<file path="src/rtl/apb_rr_master.sv">
// Round-robin APB master: shares one APB slave port among NUM_REQ requesters and
// completes each transfer on pready, slave error, or a wait-state timeout.
//
// state  | meaning
// IDLE   | bus idle; grants the next requester unless a completion pulse is out
// SETUP  | psel high, penable low, address/control presented
// ACCESS | psel and penable high, waiting for pready or timeout
module apb_rr_master #(
  parameter int NUM_REQ = 4,
  parameter int ADDR_W  = 8,
  parameter int DATA_W  = 32,
  parameter int TIMEOUT = 16
) (
  input  logic                      pclk_i,
  input  logic                      presetn_i,
  input  logic [NUM_REQ-1:0]        req_valid_i,
  input  logic [NUM_REQ-1:0]        req_write_i,
  input  logic [NUM_REQ*ADDR_W-1:0] req_addr_i,
  input  logic [NUM_REQ*DATA_W-1:0] req_wdata_i,
  output logic [NUM_REQ-1:0]        rsp_done_o,
  output logic [DATA_W-1:0]         rsp_rdata_o,
  output logic                      rsp_err_o,
  output logic                      psel_o,
  output logic                      penable_o,
  output logic                      pwrite_o,
  output logic [ADDR_W-1:0]         paddr_o,
  output logic [DATA_W-1:0]         pwdata_o,
  input  logic [DATA_W-1:0]         prdata_i,
  input  logic                      pready_i,
  input  logic                      pslverr_i
);

  localparam int GW = $clog2(NUM_REQ);
  localparam int CW = $clog2(TIMEOUT);
  localparam logic [GW-1:0] LAST_REQ  = GW'(NUM_REQ - 1);
  localparam logic [CW-1:0] WAIT_LAST = CW'(TIMEOUT - 1);

  typedef enum logic [1:0] {
    IDLE   = 2'd0,
    SETUP  = 2'd1,
    ACCESS = 2'd2
  } state_e;

  state_e              state_q;
  logic [GW-1:0]       last_grant_q;
  logic [CW-1:0]       wait_cnt_q;
  logic                psel_q;
  logic                penable_q;
  logic                pwrite_q;
  logic [ADDR_W-1:0]   paddr_q;
  logic [DATA_W-1:0]   pwdata_q;
  logic [NUM_REQ-1:0]  rsp_done_q;
  logic [DATA_W-1:0]   rsp_rdata_q;
  logic                rsp_err_q;

  logic [GW-1:0]       grant_d;
  logic                grant_vld_d;
  int                  cand;

  // First pending requester strictly after last_grant_q, wrapping.
  always_comb begin
    grant_d     = last_grant_q;
    grant_vld_d = 1'b0;
    cand        = 0;
    for (int k = 1; k <= NUM_REQ; k++) begin
      cand = int'(last_grant_q) + k;
      if (cand >= NUM_REQ) cand = cand - NUM_REQ;
      if (!grant_vld_d && req_valid_i[GW'(cand)]) begin
        grant_vld_d = 1'b1;
        grant_d     = GW'(cand);
      end
    end
  end

  always_ff @(posedge pclk_i or negedge presetn_i) begin
    if (!presetn_i) begin
      state_q      <= IDLE;
      last_grant_q <= LAST_REQ;
      wait_cnt_q   <= '0;
      psel_q       <= 1'b0;
      penable_q    <= 1'b0;
      pwrite_q     <= 1'b0;
      paddr_q      <= '0;
      pwdata_q     <= '0;
      rsp_done_q   <= '0;
      rsp_rdata_q  <= '0;
      rsp_err_q    <= 1'b0;
    end else begin
      rsp_done_q  <= '0;
      rsp_rdata_q <= '0;
      rsp_err_q   <= 1'b0;
      case (state_q)
        IDLE: begin
          // The completion cycle never grants, so the finishing requester can drop req_valid.
          if (grant_vld_d && (rsp_done_q == '0)) begin
            last_grant_q <= grant_d;
            pwrite_q     <= req_write_i[grant_d];
            paddr_q      <= req_addr_i[grant_d*ADDR_W +: ADDR_W];
            pwdata_q     <= req_wdata_i[grant_d*DATA_W +: DATA_W];
            psel_q       <= 1'b1;
            state_q      <= SETUP;
          end
        end
        SETUP: begin
          penable_q  <= 1'b1;
          wait_cnt_q <= '0;
          state_q    <= ACCESS;
        end
        ACCESS: begin
          if (pready_i) begin
            psel_q                   <= 1'b0;
            penable_q                <= 1'b0;
            rsp_done_q[last_grant_q] <= 1'b1;
            rsp_err_q                <= pslverr_i;
            rsp_rdata_q              <= pwrite_q ? '0 : prdata_i;
            state_q                  <= IDLE;
          end else if (wait_cnt_q == WAIT_LAST) begin
            psel_q                   <= 1'b0;
            penable_q                <= 1'b0;
            rsp_done_q[last_grant_q] <= 1'b1;
            rsp_err_q                <= 1'b1;
            state_q                  <= IDLE;
          end else begin
            wait_cnt_q <= wait_cnt_q + 1'b1;
          end
        end
        default: begin
          psel_q    <= 1'b0;
          penable_q <= 1'b0;
          state_q   <= IDLE;
        end
      endcase
    end
  end

  assign psel_o      = psel_q;
  assign penable_o   = penable_q;
  assign pwrite_o    = pwrite_q;
  assign paddr_o     = paddr_q;
  assign pwdata_o    = pwdata_q;
  assign rsp_done_o  = rsp_done_q;
  assign rsp_rdata_o = rsp_rdata_q;
  assign rsp_err_o   = rsp_err_q;

endmodule

</file>
<file path="config.mk">
export PLATFORM = sky130hd
export DESIGN_NAME = apb_rr_master
export DESIGN_NICKNAME = d
export VERILOG_FILES = /design/src/rtl/apb_rr_master.sv
export SDC_FILE = /design/constraint.sdc
export NUM_CORES = 1
export LEC_CHECK = 0
export ABC_AREA = 1
export CORE_UTILIZATION = 39
export DETAILED_ROUTE_END_ITERATION = 10
export PLACE_DENSITY = 0.81
export SLEW_MARGIN = 15
export SYNTH_ARGS = -nofsm -noshare
export SYNTH_HDL_FRONTEND = slang
export SYNTH_SLANG_ARGS = --single-unit
</file>
<file path="constraint.sdc">
create_clock -name pclk_i -period 2.6 [get_ports pclk_i]
set_input_delay 0.39 -clock pclk_i [delete_from_list [all_inputs] [get_ports pclk_i]]
set_output_delay 0.39 -clock pclk_i [all_outputs]
set_load 0.02 [all_outputs]
</file>
==> results.txt, run 1 <==
Status - finished clean
Fillers - 1063
Max cap viols - 0
RSZ-0062 raised after global routing - no
Clk pin slew, worst setup/hold paths - 0.07 ns
Final min period - 2.34 ns
Avg WL per Cell - 16.4 µm
Slew margin rel. - 61.4%
Final net count - 1153
Number of synthesized flops with an enable pin - 0
Area Growth Syn to Fin - 65.8%
Layout cells sized above 1 - 6.01%
Pins over their slew limit - 0
Post-CTS setup buffer count - 0
Maximum clock frequency - 428 MHz
Worst Setup EP - paddr_o[7]
Clk Latency, worst-skew pair - 0.35 ns
CORE AREA - 12600 µm²
Post-synth cell types - 22
Final wirelength - 18.4 mm
Post-synthesis cell type with the largest combined area - dfrtp_1
Final setup TNS - 0 ns
Row Count - 41
CTS tree - yes
Total GRT Usage - 27.7%
Clk sinks - 88
Largest net degree at the start of global routing - 72
Critical Path RT - 2.83 ns
Clock Path Buffers - 2
Worst slew pin tran - 0.579 ns
Synth Flop Type - dfrtp_1
Cell Area, Synth - 5050 µm²
Clock skew - 0.00688 ns
Final setup violation count - 0
Worst Hold Class - in -> async
Initial DRC count - 460
Hold_buf cts - 0
Setup crit end kind - flip-flop
Cts repair resizes - 0
Final Total Pwr - 12.0 mW
Reg2Reg Depth - 12
Fin crit share - 90.0%
Die X - 116 µm
CTS H-Tree Depth - 3
CTS root buf - clkbuf_16
Top-Level Pins - 284
First-pass GRT wire length - 28.2 mm
Ranking of synthesized cells by area - dfrtp_1 (43%), nand3_1 (30%), nand2_1 (8.5%)
Most frequent cell after synthesis - nand3_1
Number of vias per cell - 5.24
Reg2reg setup slack - 0.26 ns
Number of buffers created by CTS - 9
Worst Setup SP - last_grant_q[1]
Critical Path Start Type - flip-flop
Sequential area share after synthesis - 43.7%
Worst-path maximum fanout - 9
Multi-input gate area - 2340 µm²
Synth top area share - 42.6%
Antenna violations before repair - 0
Detailed-route via count - 5874
Syn Nets - 892
Worst vdd ir - 0.973 mV
IO Port Bufs - 283
# diodes - 0
End of the worst register-to-register path - paddr_o[7]
Ys async rst share - 100%
DRT Pass-1 Iters - 5
Post-DRT Antenna Nets - 0
Die ar. - 13400 µm²
Cells after Synth - 683
LEAKAGE - 3.95 nW
DP HPWL - 13.2 mm
Hold Vio Cnt, Final - 0
CP Class - reg -> reg
Number of global-route vias before repair - 5506
Worst r2r src - last_grant_q[1]
Syn. warnings - 0
Commonest cells post-synth - nand3_1 (299), nand2_1 (114), dfrtp_1 (86)
PD cells - 1430 nW/µm²
Synth Area per Inst - 7.39 µm²
Residual DRC count - 0
Yosys reg bits - 88
Die H - 116 µm
GPL Wtd Cong - 0.842
Initial Utilization - 40.0%
FF/Latch Area - 2200 µm²
Aggregate global routing overflow - 0
Critical Path AT - 2.57 ns
==> critical path: stages (launching register included) <==
cell and delay (ns):
dfstp_2 0.58, inv_1 0.11, ha_1 0.35, inv_1 0.07, nand2_1 0.08, nand2_1 0.06, inv_2 0.12, nand3_1 0.15
a21oi_4 0.21, buf_4 0.21, nand3_1 0.10, nand3_1 0.12, nand2_1 0.06
==> metrics by stage <==
step,area [µm²],instances,utilization (%),hold slack (ns),worst slack (ns)
floorplan,5050,683,-,0.0944,0.515
global placement,8050,1105,63.8,0.425,0.311
detailed placement,8050,1105,63.8,0.428,0.281
CTS,8370,1120,66.3,0.0531,0.274
global route,8370,1120,66.3,0.0744,0.0866
finish,8370,1120,66.3,0.0380,0.261
==> report_power, final <==
group | internal (mW) | switching (mW) | leakage [nW]
Sequential | 1.88 | 0.263 | 1.13
Clock | 0.844 | 0.568 | 0.149
Combinational | 3.22 | 5.18 | 2.67
==> cells by family after synthesis <==
family	after synthesis	synth area share, %
AO/OA/AOI/OAI	10	1.07
XOR/XNOR	1	0.174
adder cells (fa/ha/maj)	5	1.24
buffers and inverters	108	10.3
flip-flops	88	43.7
multiplexers	1	0.198
AND/OR/NAND/NOR	470	43.3
==> final cells by class <==
| cell class | count | share of cell area (%) |
|---|---|---|
| clock buffer | 9 | 2.69 |
| timing repair buffer | 304 | 36.8 |
| clock inverter | 6 | 1.11 |
| inverter | 54 | 2.48 |
| tap | 172 | 2.57 |
| sequential | 88 | 26.4 |
| multi-input combinational | 487 | 28.0 |
==> worst min-delay path by stage <==
stage / cells after the start / to
after detailed placement: 1 / rsp_rdata_o[10]
after CTS: 1 / rsp_rdata_o[10]
after global placement: 1 / rsp_rdata_o[6]
after floorplan: 0 / paddr_o[0]
after global routing: 1 / rsp_rdata_o[5]
final: 1 / rsp_rdata_o[5]
==> cells in the final DEF, fill, tap and decap left out, types with 7 or more instances in the layout <==
| cell type | Yosys | routed |
|---|---|---|
| nand3_1 | 299 | 298 |
| dfrtp_1 | 86 | 86 |
| clkbuf_16 | 0 | 9 |
| nand2_2 | 9 | 10 |
| nand2_1 | 114 | 113 |
| nor2_1 | 42 | 42 |
| buf_4 | 15 | 15 |
| buf_12 | 0 | 7 |
| clkdlybuf4s50_1 | 0 | 282 |
| inv_1 | 51 | 51 |
==> registers in the layout (all words and copies together), names as in the netlist, 2 cells and up <==
| name | count |
|---|---|
| state_q | 2 |
| paddr_o | 8 |
| pwdata_o | 32 |
| rsp_rdata_o | 32 |
| rsp_done_o | 4 |
| last_grant_q | 2 |
| wait_cnt_q | 4 |
==> per-layer routing <==
layer / wire, µm / track usage, % / vias to the layer above
li1: - / - / 2801
met1: 7270 / 33.6 / 2723
met2: 8910 / 47.2 / 317
met3: 1750 / 6.59 / 33
met4: 495 / 11.5 / 0
met5: 0 / 0 / -
Note: power is estimated with default switching activity, not from simulation.
==> run 2, diff against run 1 <==
CORE_ASPECT_RATIO = 1.75   (was unset)
==> run 2 against run 1 <==
  * Clock power is 6% lower
  * Critical endpoint is now pwdata_o[18]
  * Wire length is 1.8% higher
  * Power is 1.3% higher
  * Fmax is 0.67% lower
  * Largest power group unchanged
  * Clock skew is 0.0019 ns higher
  * Via count is 0.68% higher
  * Combinational power is 3.0% higher
  * Largest cell class unchanged
  * Highest routed layer unchanged
==> results.txt, run 2 (synthesis results as in run 1) <==
Clk sinks - 88 (unchanged)
Total GRT Usage - 28.5% (+0.81 points)
Row Count - 54 (+32%)
Worst slew pin tran - 0.496 ns (-0.0835 ns)
Die X - 88.0 µm (-24%)
Final min period - 2.35 ns (+0.0157 ns)
LEAKAGE - 3.97 nW (+0.38%)
Maximum clock frequency - 425 MHz (-0.67%)
CP Class - reg -> reg
Placed instance count - 1099 (-0.54%)
Die H - 152 µm (+32%)
Post-route insts no fill - 1115 (-0.45%)
Commonest cells after routing, fill and taps aside - nand3_1 (298), clkdlybuf4s50_1 (282), nand2_1 (113)
Clock Path Buffers - 2 (unchanged)
CORE AREA - 12600 µm² (-0.42%)
Residual DRC count - 0 (unchanged)
Number of global-route vias before repair - 5874 (+6.7%)
IO Port Bufs - 283 (unchanged)
Largest net degree at the start of global routing - 83 (+15%)
Number of vias per cell - 5.30 (+1.1%)
Detailed-route via count - 5914 (+0.68%)
CP peak stage delay - 0.58 ns (about the same)
Aggregate global routing overflow - 0 (unchanged)
Final net count - 1151 (-0.17%)
Slew margin rel. - 66.6% (+5.3 points)
Max cap viols - 0 (unchanged)
Worst Hold Class - in -> async
Most common cell after layout, fill and taps aside - nand3_1
Fin crit share - 90.6% (+0.61 points)
Slowest CP cell - dfstp_2
First-pass GRT wire length - 29.3 mm (+3.9%)
Initial DRC count - 425 (-7.6%)
Clk Latency, worst-skew pair - 0.34 ns (about the same)
DP HPWL - 13.7 mm (+3.8%)
PD cells - 1440 nW/µm² (+0.79%)
# diodes - 0 (unchanged)
Worst vdd ir - 0.935 mV (-3.8%)
CTS root buf - clkbuf_16
Final setup TNS - 0 ns (unchanged)
CTS H-Tree Depth - 3 (unchanged)
Pins over their slew limit - 0 (unchanged)
Setup crit end kind - flip-flop
Layout cells sized above 1 - 5.91% (-0.099 points)
Critical Path RT - 2.82 ns (about the same)
Final wirelength - 18.7 mm (+1.8%)
Worst-path maximum fanout - 15 (+6)
CTS tree - yes
Number of buffers created by CTS - 9 (unchanged)
Final setup violation count - 0 (unchanged)
Avg WL per Cell - 16.8 µm (+2.2%)
Hold Vio Cnt, Final - 0 (unchanged)
Clock skew - 0.00875 ns (+0.00187 ns)
Status - finished clean
Critical-path cell list - inv_1 > ha_1 > inv_1 > nand2_1 > nand2_1 > inv_2 > nand3_1 > a21oi_4 > buf_4 > nand3_1 > nand3_1 > nand2_1
Hold_buf cts - 0 (unchanged)
Die ar. - 13400 µm² (+0.13%)
Top-Level Pins - 284 (unchanged)
Post-DRT Antenna Nets - 0 (unchanged)
Critical Path AT - 2.57 ns (about the same)
RSZ-0062 raised after global routing - no
Critical Path Start Type - flip-flop
Antenna violations before repair - 0 (unchanged)
Initial Utilization - 40.2% (+0.17 points)
Clk pin slew, worst setup/hold paths - 0.07 ns (about the same)
GPL Wtd Cong - 0.944 (+12%)
Area Growth Syn to Fin - 66.6%
DRT Pass-1 Iters - 5 (unchanged)
-- run 2: cell count changes in the layout (fill, tap and decap cells not counted) --
cell        before  now
buf_4           15    6
buf_6            0    2
buf_12           7   12
nand2_4          0    1
inv_6            3    2
clkinvlp_4       2    3
inv_8            0    1
clkinv_2         0    1
bufinv_16        2    1
nand2_2         10    9
-- run 2: metrics by stage --
stage / power [mW] / worst slack (ns) / area [µm²] / util (%) / hold slack [ns]
floorplan: 7.81 / 0.515 / 5050 / - / 0.0944
global placement: 10.6 / 0.306 / 8090 / 64.4 / 0.390
CTS: 12.1 / 0.220 / 8390 / 66.8 / 0.0226
global route: 13.1 / 0.0381 / 8410 / 66.9 / 0.0584
finish: 12.1 / 0.245 / 8410 / 66.9 / 0.0169
detailed placement: 10.7 / 0.247 / 8090 / 64.4 / 0.389
-- run 2: per-layer routing --
metal | global-route usage (%) | wire, µm
met5 | 0 | 0
met4 | 15.3 | 863
met3 | 5.31 | 1310
met2 | 49.5 | 10000
met1 | 31.9 | 6570
-- run 2: power by group --
group | switching (mW) | internal, mW
combinational | 5.26 | 3.39
clock | 0.570 | 0.753
sequential | 0.260 | 1.88
-- run 2: worst max-delay path: cells and delay by family (launching register included) --
kind | cells | cell delay (ns)
compound gates | 1 | 0.22
buf+inv | 4 | 0.55
fa+ha+maj | 1 | 0.35
flops | 1 | 0.58
simple gates | 6 | 0.55
-- run 2: worst paths after layout --
path | from | depth (start not counted) | slack (ns) | endpoint
min in group pclk_i | paddr_o[3] | 2 | 0.48 | paddr_o[3]
max in group asynchronous | presetn_i | 2 | 1.94 | pwdata_o[27]
min | presetn_i | 1 | 0.02 | pwdata_o[6]
max reg2reg | last_grant_q[1] | 12 | 0.25 | pwdata_o[18]
min reg2reg | paddr_o[3] | 2 | 0.48 | paddr_o[3]
max | last_grant_q[1] | 12 | 0.25 | pwdata_o[18]
-- run 2: timing repair --
item / 4_1_cts / 5_1_grt
setup buffers: 0 / 0
endpoints found under the setup margin: 0 / 5
endpoints found under the hold margin: 0 / 0
gates resized for setup: 0 / 3
-- run 2: area by class of cell --
cell class                 count  area [µm²]
inverter                      54         208
clock inverter                 7        77.6
timing repair buffer         302        3130
multi-input combinational    487        2350
tap                          168         210
sequential                    88        2200
clock buffer                   9         225
fill                        1049        4160
